File: src/rtl/memory_stage_controller.sv
// Memory-stage sequencer: issues data-cache load/store, stalls upstream, controls MEM/WB capture.
// Latency: a memory op takes at least 3 cycles (detect, access, done); non-memory ops pass in 0.
// Backpressure: pipeline_stall_out holds upstream stages until cache_ready_in completes the access.
module memory_stage_controller #(
    parameter int STALL_COUNTER_WIDTH = 16
) (
    input  logic                           clk,
    input  logic                           rst_n,
    input  logic                           mem_read_in,
    input  logic                           mem_write_in,
    input  logic                           flush_in,
    input  logic                           cache_ready_in,
    input  logic                           clear_counter_in,
    output logic                           cache_req_out,
    output logic                           cache_write_out,
    output logic                           pipeline_stall_out,
    output logic                           memreg_enable_out,
    output logic                           memreg_bubble_out,
    output logic                           protocol_error_out,
    output logic [STALL_COUNTER_WIDTH-1:0] stall_cycles_out
);

    typedef enum logic [1:0] {
        IDLE   = 2'd0,
        ACCESS = 2'd1,
        DONE   = 2'd2
    } state_t;

    localparam logic [STALL_COUNTER_WIDTH-1:0] CNT_MAX = '1;
    localparam logic [STALL_COUNTER_WIDTH-1:0] CNT_ONE = 1;

    state_t state, state_nxt;
    logic   write_latch, write_latch_nxt;
    logic   flushed, flushed_nxt;
    logic   op;

    assign op = mem_read_in | mem_write_in;

    always_ff @(posedge clk or negedge rst_n) begin
        if (!rst_n) begin
            state       <= IDLE;
            write_latch <= 1'b0;
            flushed     <= 1'b0;
        end else begin
            state       <= state_nxt;
            write_latch <= write_latch_nxt;
            flushed     <= flushed_nxt;
        end
    end

    always_comb begin
        state_nxt          = state;
        write_latch_nxt    = write_latch;
        flushed_nxt        = flushed;
        cache_req_out      = 1'b0;
        cache_write_out    = 1'b0;
        pipeline_stall_out = 1'b0;
        memreg_enable_out  = 1'b1;
        memreg_bubble_out  = 1'b0;
        case (state)
            IDLE: begin
                if (op && flush_in) begin
                    memreg_bubble_out = 1'b1;
                end else if (op) begin
                    pipeline_stall_out = 1'b1;
                    memreg_enable_out  = 1'b0;
                    // read+write together resolves to a store
                    write_latch_nxt    = mem_write_in;
                    flushed_nxt        = 1'b0;
                    state_nxt          = ACCESS;
                end
            end
            ACCESS: begin
                cache_req_out      = 1'b1;
                cache_write_out    = write_latch;
                pipeline_stall_out = 1'b1;
                memreg_enable_out  = 1'b0;
                // a flush only marks the result; the cache access always completes
                if (flush_in) flushed_nxt = 1'b1;
                if (cache_ready_in) state_nxt = DONE;
            end
            DONE: begin
                memreg_bubble_out = flushed | flush_in;
                flushed_nxt       = 1'b0;
                state_nxt         = IDLE;
            end
            default: begin
                state_nxt = IDLE;
            end
        endcase
    end

    always_ff @(posedge clk or negedge rst_n) begin
        if (!rst_n) begin
            protocol_error_out <= 1'b0;
        end else if (state == IDLE && mem_read_in && mem_write_in) begin
            protocol_error_out <= 1'b1;
        end
    end

    always_ff @(posedge clk or negedge rst_n) begin
        if (!rst_n) begin
            stall_cycles_out <= '0;
        end else if (clear_counter_in) begin
            stall_cycles_out <= '0;
        end else if (pipeline_stall_out && stall_cycles_out != CNT_MAX) begin
            stall_cycles_out <= stall_cycles_out + CNT_ONE;
        end
    end

endmodule

File: config.mk
export PLATFORM = sky130hd
export DESIGN_NAME = memory_stage_controller
export DESIGN_NICKNAME = d
export VERILOG_FILES = /design/src/rtl/memory_stage_controller.sv
export SDC_FILE = /design/constraint.sdc
export NUM_CORES = 1
export LEC_CHECK = 0
export ABC_AREA = 1
export CORE_MARGIN = 4
export CORE_UTILIZATION = 45
export CTS_BUF_LIST = sky130_fd_sc_hd__clkbuf_16
export DETAILED_ROUTE_END_ITERATION = 7
export PLACE_DENSITY = 0.72
export SYNTH_ARGS = -nofsm -noshare
export SYNTH_HDL_FRONTEND = slang
export SYNTH_SLANG_ARGS = --single-unit
File: constraint.sdc
create_clock -name clk -period 2 [get_ports clk]
set_input_delay 0.2 -clock clk [delete_from_list [all_inputs] [get_ports clk]]
set_output_delay 0.2 -clock clk [all_outputs]
set_load 0.005 [all_outputs]
# --- After elaboration in Yosys (flattened, before gate mapping) ---
# Cells that the tools add are included.
# W data, S select, Z words.
word_totals:
  regBits: 21
  latch_bits: 0
  mem_bits_rw: 0
  mem_bits_ro: 0
  inputBits: 7
  out_inout_bits: 22
  elab_cells: 46
  memories: 0
classes:
  n_addsub: 1
  multipliers: 0
  n_div: 0
  magnitude_cmp: 0
  n_eq_ne: 7
  shift: 0
  muxes: 20
  bitwise_logic: 3
  reduce_logical: 10
ops:
  columns: ["operator", "n"]
  rows:
  - ["$mux W16", 2]
  - ["$add A16 B1 Y16 const B", 1]
  - ["$ne A16 B16 Y1 const B", 1]
  - ["$mux W1", 10]
  - ["$ne A2 B2 Y1 const B", 4]
  - ["$mux W2", 3]
  - ["$pmux W1 S2", 3]
  - ["$reduce_and A3 Y1", 2]
  - ["$logic_and A1 B1 Y1", 4]
  - ["$pmux W2 S2", 1]
  - ["$reduce_and A4 Y1", 1]
  - ["$pmux W1 S3", 1]
  - ["$reduce_bool A3 Y1", 1]
  - ["$eq A2 B1 Y1 const B", 1]
  - ["$eq A2 B2 Y1 const B", 1]
  - ["$logic_not A2 Y1", 1]
  - ["$or A1 B1 Y1", 2]
  - ["$reduce_bool A2 Y1", 1]
  - ["$not A1 Y1", 1]

# --- Logic depth before layout (Yosys ltp) ---
logic_depth:
  depth_word: 7
  ltp_mapped: 10

# --- Worst setup path after synthesis ---
# OpenSTA, ideal clock, no wires.
synth_timing:
  path_kind: "reg2reg"
  start: "register stall_cycles_out[0]"
  end: "register stall_cycles_out[4]"
  arrival_time_ns: 1.407
  setup_slack_ns: 0.476
  path_stages_with_launch: 11
  path_buffers: 1
  cell_sequence: "dfrtp_1 > ha_1 > nand3_2 > inv_2 > nand2_4 > nor2_4 > nor2_4 > nor2_8 > buf_8 > nand2_1 > nand2_1"
synth_between:
  elab_chain_cells: 3
  elab_cells_between_ends: 6
  classes_between: "add/sub: 1; eq/ne: 1; mux: 2; reduce/logical: 2"
synth_lines:
  columns: ["item", "line_no", "text"]
  rows:
  - ["start, declared", "20", "output logic [STALL_COUNTER_WIDTH-1:0] stall_cycles_out"]
  - ["start signal, assigned", "107", "stall_cycles_out <= stall_cycles_out + CNT_ONE;"]
  - ["$add A16 B1 Y16 or $ne A16 B16 Y1 (tied branches)", "107, 106", null]
  - ["$mux W16 or $logic_and A1 B1 Y1 (tied branches)", "106", "end else if (pipeline_stall_out && stall_cycles_out != CNT_MAX) begin"]
  - ["$mux W16 or $reduce_bool A2 Y1 (tied branches)", null, null]
# Parallel ways exist; a longest one is shown, timed or not. The select of a mux whose other input is x is not followed.
# A chain may end at the register's enable or synchronous reset.

# --- Worst setup path after layout ---
layout_timing:
  start: "register state[1]"
  end: "output memreg_bubble_out"
layout_between:
  elab_chain_cells: 2
  elab_cells_between_ends: 3
  classes_between: "eq/ne: 1; mux: 1; reduce/logical: 1"
layout_lines:
  columns: ["item", "line_no", "text"]
  rows:
  - ["start, declared", "32", "state_t state, state_nxt;"]
  - ["start signal, assigned", "45", "state <= state_nxt;"]
  - ["$eq A2 B2 Y1 or $logic_not A2 Y1 (tied branches)", "60", "case (state)"]
  - ["$pmux W1 S2 *", "60", null]
  - ["end, declared", "18", "output logic memreg_bubble_out,"]
# Every way passes the cells marked *; elsewhere a longest branch is shown, timed or not.

==> flow_metrics.tcl <==
set metrics [dict create \
    area_growth_pct 30.3 \
    max_cap_violations 0 \
    diodes 0 \
    grt_max_degree 22 \
    netlist_instances 174 \
    setup_tns_ns 0 \
    route.met2.wl_mm 1.46 \
    antenna_found_initial 0 \
    switching_share_pct 28.5 \
    cp_data_arrival_time_ns 1.65 \
    pin_count 29 \
    io_buffer_count 28 \
    fmax_mhz 542 \
    required_ns 1.80 \
    wl_per_cell_um 13.2 \
    seq_power_share_pct 41.2 \
    start_util_pct 47.5 \
    drt-total-wl_mm 3.13 \
    cellInternalPower_mw 0.854 \
    synth_top_area_share_pct 40.1 \
    r2r_cells 9 \
    dp_hpwl_mm 2.25 \
    post-synth-top-count-cell "nand2_1" \
    ys_async_sr_fraction_pct 100 \
    std_cell_rows 19 \
    cts.sinks 21 \
    vdd_drop_max_mv 0.600 \
    criticalPathCategory "reg2out" \
    slowest_stage "clkdlybuf4s50_1" \
    fp.dieW_um 62.0 \
    synth.area.top_cells "dfrtp_1 (40%), nand2_1 (15%), nand4_1 (7.2%)" \
    drt-met1-wl_mm 1.40 \
    grt_pass1_vias 1176 \
    syn_nets 182 \
    cts_buffer_depth 2 \
    multi_input_area_um2 689 \
    rsz0062_at_grt "false" \
    grt_pass1_wl_mm 5.24 \
    clockPowerShare_pct 35.7 \
    avgSynthCellArea_um2 7.53 \
    post-route-util_pct 61.9 \
    clk_transition_reported_paths_ns 0.06 \
    power_mw 1.19 \
    setup_viol 0 \
    crit_path_max_fanout 4 \
    hp-class "in2async" \
    clkLatencyLatePin_ns 0.26 \
    ys_types 25 \
    cp_cell_sequence "nor2_2 > nand3_1 > o31ai_1 > clkdlybuf4s50_1" \
    ys_seq_area_share_pct 40.1 \
    die_h_um 62.0 \
    power_frac_comb_pct 23.1 \
    grt_usage_pct 18.5 \
    p_per_area_mw_per_mm2 699 \
    finalHoldWorstSlack_ns 0.281 \
    place_inst 233 \
    drt_iter0_markers 56 \
    setup.worst_path.start_class "register" \
    switching_power_mw 0.340 \
    min_period_over_period_pct 92.3 \
    drc 0 \
    root_buffer "clkbuf_16" \
    gp_congestion 0.813 \
    slew_headroom_pct 66.2 \
    synth_top_flop_cell "dfrtp_1" \
    instances_no_fill 237 \
    finalCriticalPeriod_ns 1.85 \
    leakage_nw 0.816 \
    nFillCells 248 \
    fin_skew_ns 0.00571 \
    synthesis.area_mm2 0.00131 \
    finalHoldViolCount 0 \
    post-cts-setup-buffers 0 \
    dr.pass1.iters 4 \
    die_area_mm2 0.00384 \
    num_vias 1259 \
    crit_path_end_kind "output pin" \
    numCtsBuffers 3 \
    drive_above_1_share_pct 12.1 \
    status "finished, final reports clean" \
    via_per_inst 5.31 \
    synth_common_cells "nand2_1 (54), dfrtp_1 (21), inv_1 (18), nor2_1 (18), nand4_1 (15)" \
    postCtsHoldBufs 0 \
    slew_violations 0 \
    tightest_slew_ns 0.507 \
    slowest_delay_ns 0.55 \
    cts_tree "built" \
    synth_top_cell_by_area "dfrtp_1" \
    core_area_mm2 0.00276 \
    grt_overflow 0 \
    cts_max_level 1 \
    met3_length_um 220 \
    ant_nets 0 \
    synth_warnings 0 \
    nets 215 \
    register_area_um2 526 \
    highest_layer "met4" \
    synth-edff-count 0 \
    ys_seq_elements 21 \
]
==> area by class of cell <==
class                           count  share of cell area, %
Clock buffer                        3                   4.40
Clock inverter                      1                  0.220
Inverter                           19                   4.18
Multi-Input combinational cell    131                   40.4
Sequential cell                    21                   30.8
Tap cell                           31                   2.27
Timing Repair Buffer               31                   17.7
==> path summary, 6_finish.rpt <==
| path | from | to | slack (ns) |
|---|---|---|---|
| worst max-delay path | state[1]$_DFFE_PN0P_ | memreg_bubble_out | 0.15 |
| max in group asynchronous | rst_n | stall_cycles_out[11]$_DFFE_PN0P_ | 1.49 |
| worst min-delay path | rst_n | stall_cycles_out[6]$_DFFE_PN0P_ | 0.28 |
| worst max register to register | stall_cycles_out[0]$_DFFE_PN0P_ | stall_cycles_out[9]$_DFFE_PN0P_ | 0.35 |
| worst min register to register | protocol_error_out$_DFFE_PN0P_ | protocol_error_out$_DFFE_PN0P_ | 0.48 |
| min in group clk | protocol_error_out$_DFFE_PN0P_ | protocol_error_out$_DFFE_PN0P_ | 0.48 |
==> layer usage <==
layer / up-vias / global-route usage [%]
li1: 629 / -
met1: 576 / 23.0
met2: 46 / 30.0
met3: 8 / 4.55
met4: 0 / 8.48
met5: - / 0
==> registers in the layout, indices dropped and copies added (netlist names) <==
name	cells
stall_cycles_out	16
state	2
flushed	1
protocol_error_out	1
write_latch	1
==> logic make-up after synthesis <==
group / Yosys count / share of synthesized area, %
AO/OA/AOI/OAI: 12 / 6.11
XOR/XNOR: 3 / 2.01
adder cells (fa/ha/maj): 1 / 0.955
buffers and inverters: 22 / 7.45
flip-flops: 21 / 40.1
AND/OR/NAND/NOR: 115 / 43.4
==> critical path, delay by kind of cell, from the launching register on <==
family / cells / cell delay (ns)
and+or+nand+nor: 2 / 0.34
DFF: 1 / 0.41
buffers and inverters: 1 / 0.55
AOI/OAI and AO/OA: 1 / 0.10
==> cells in the final DEF (no fill, tap or decap), drive strengths merged <==
cell	instances
nand2	62
clkdlybuf4s50	28
nor2	22
dfrtp	21
inv	20
nand4	15
nand3	13
o21bai	4
o21ai	4
xor2	3
clkbuf	3
buf	3
or2	2
o31ai	1
a31o	1
a21oi	1
a22o	1
nand3b	1
ha	1
==> power groups by stage <==
stage | registers, mW | logic [mW] | clock network [mW]
6_report | 0.491 | 0.276 | 0.427
3_3_place_gp | 0.495 | 0.268 | 0
2_1_floorplan | 0.490 | 0.151 | 0
3_5_place_dp | 0.494 | 0.277 | 0
4_1_cts | 0.489 | 0.278 | 0.434
5_1_grt | 0.496 | 0.305 | 0.457
==> metrics by stage <==
stage | instance area (um2) | worst slack (ns)
floorplan | 1310 | 0.476
global placement | 1630 | 0.267
detailed placement | 1630 | 0.187
CTS | 1700 | 0.0765
global route | 1710 | 0.0430
finish | 1710 | 0.155
==> timing repair <==
item	4_1_cts	5_1_grt
hold endpoints to repair	0	0
gates resized for setup	0	1
endpoints found under the setup margin	0	3
(Power assumes the default switching activity.)
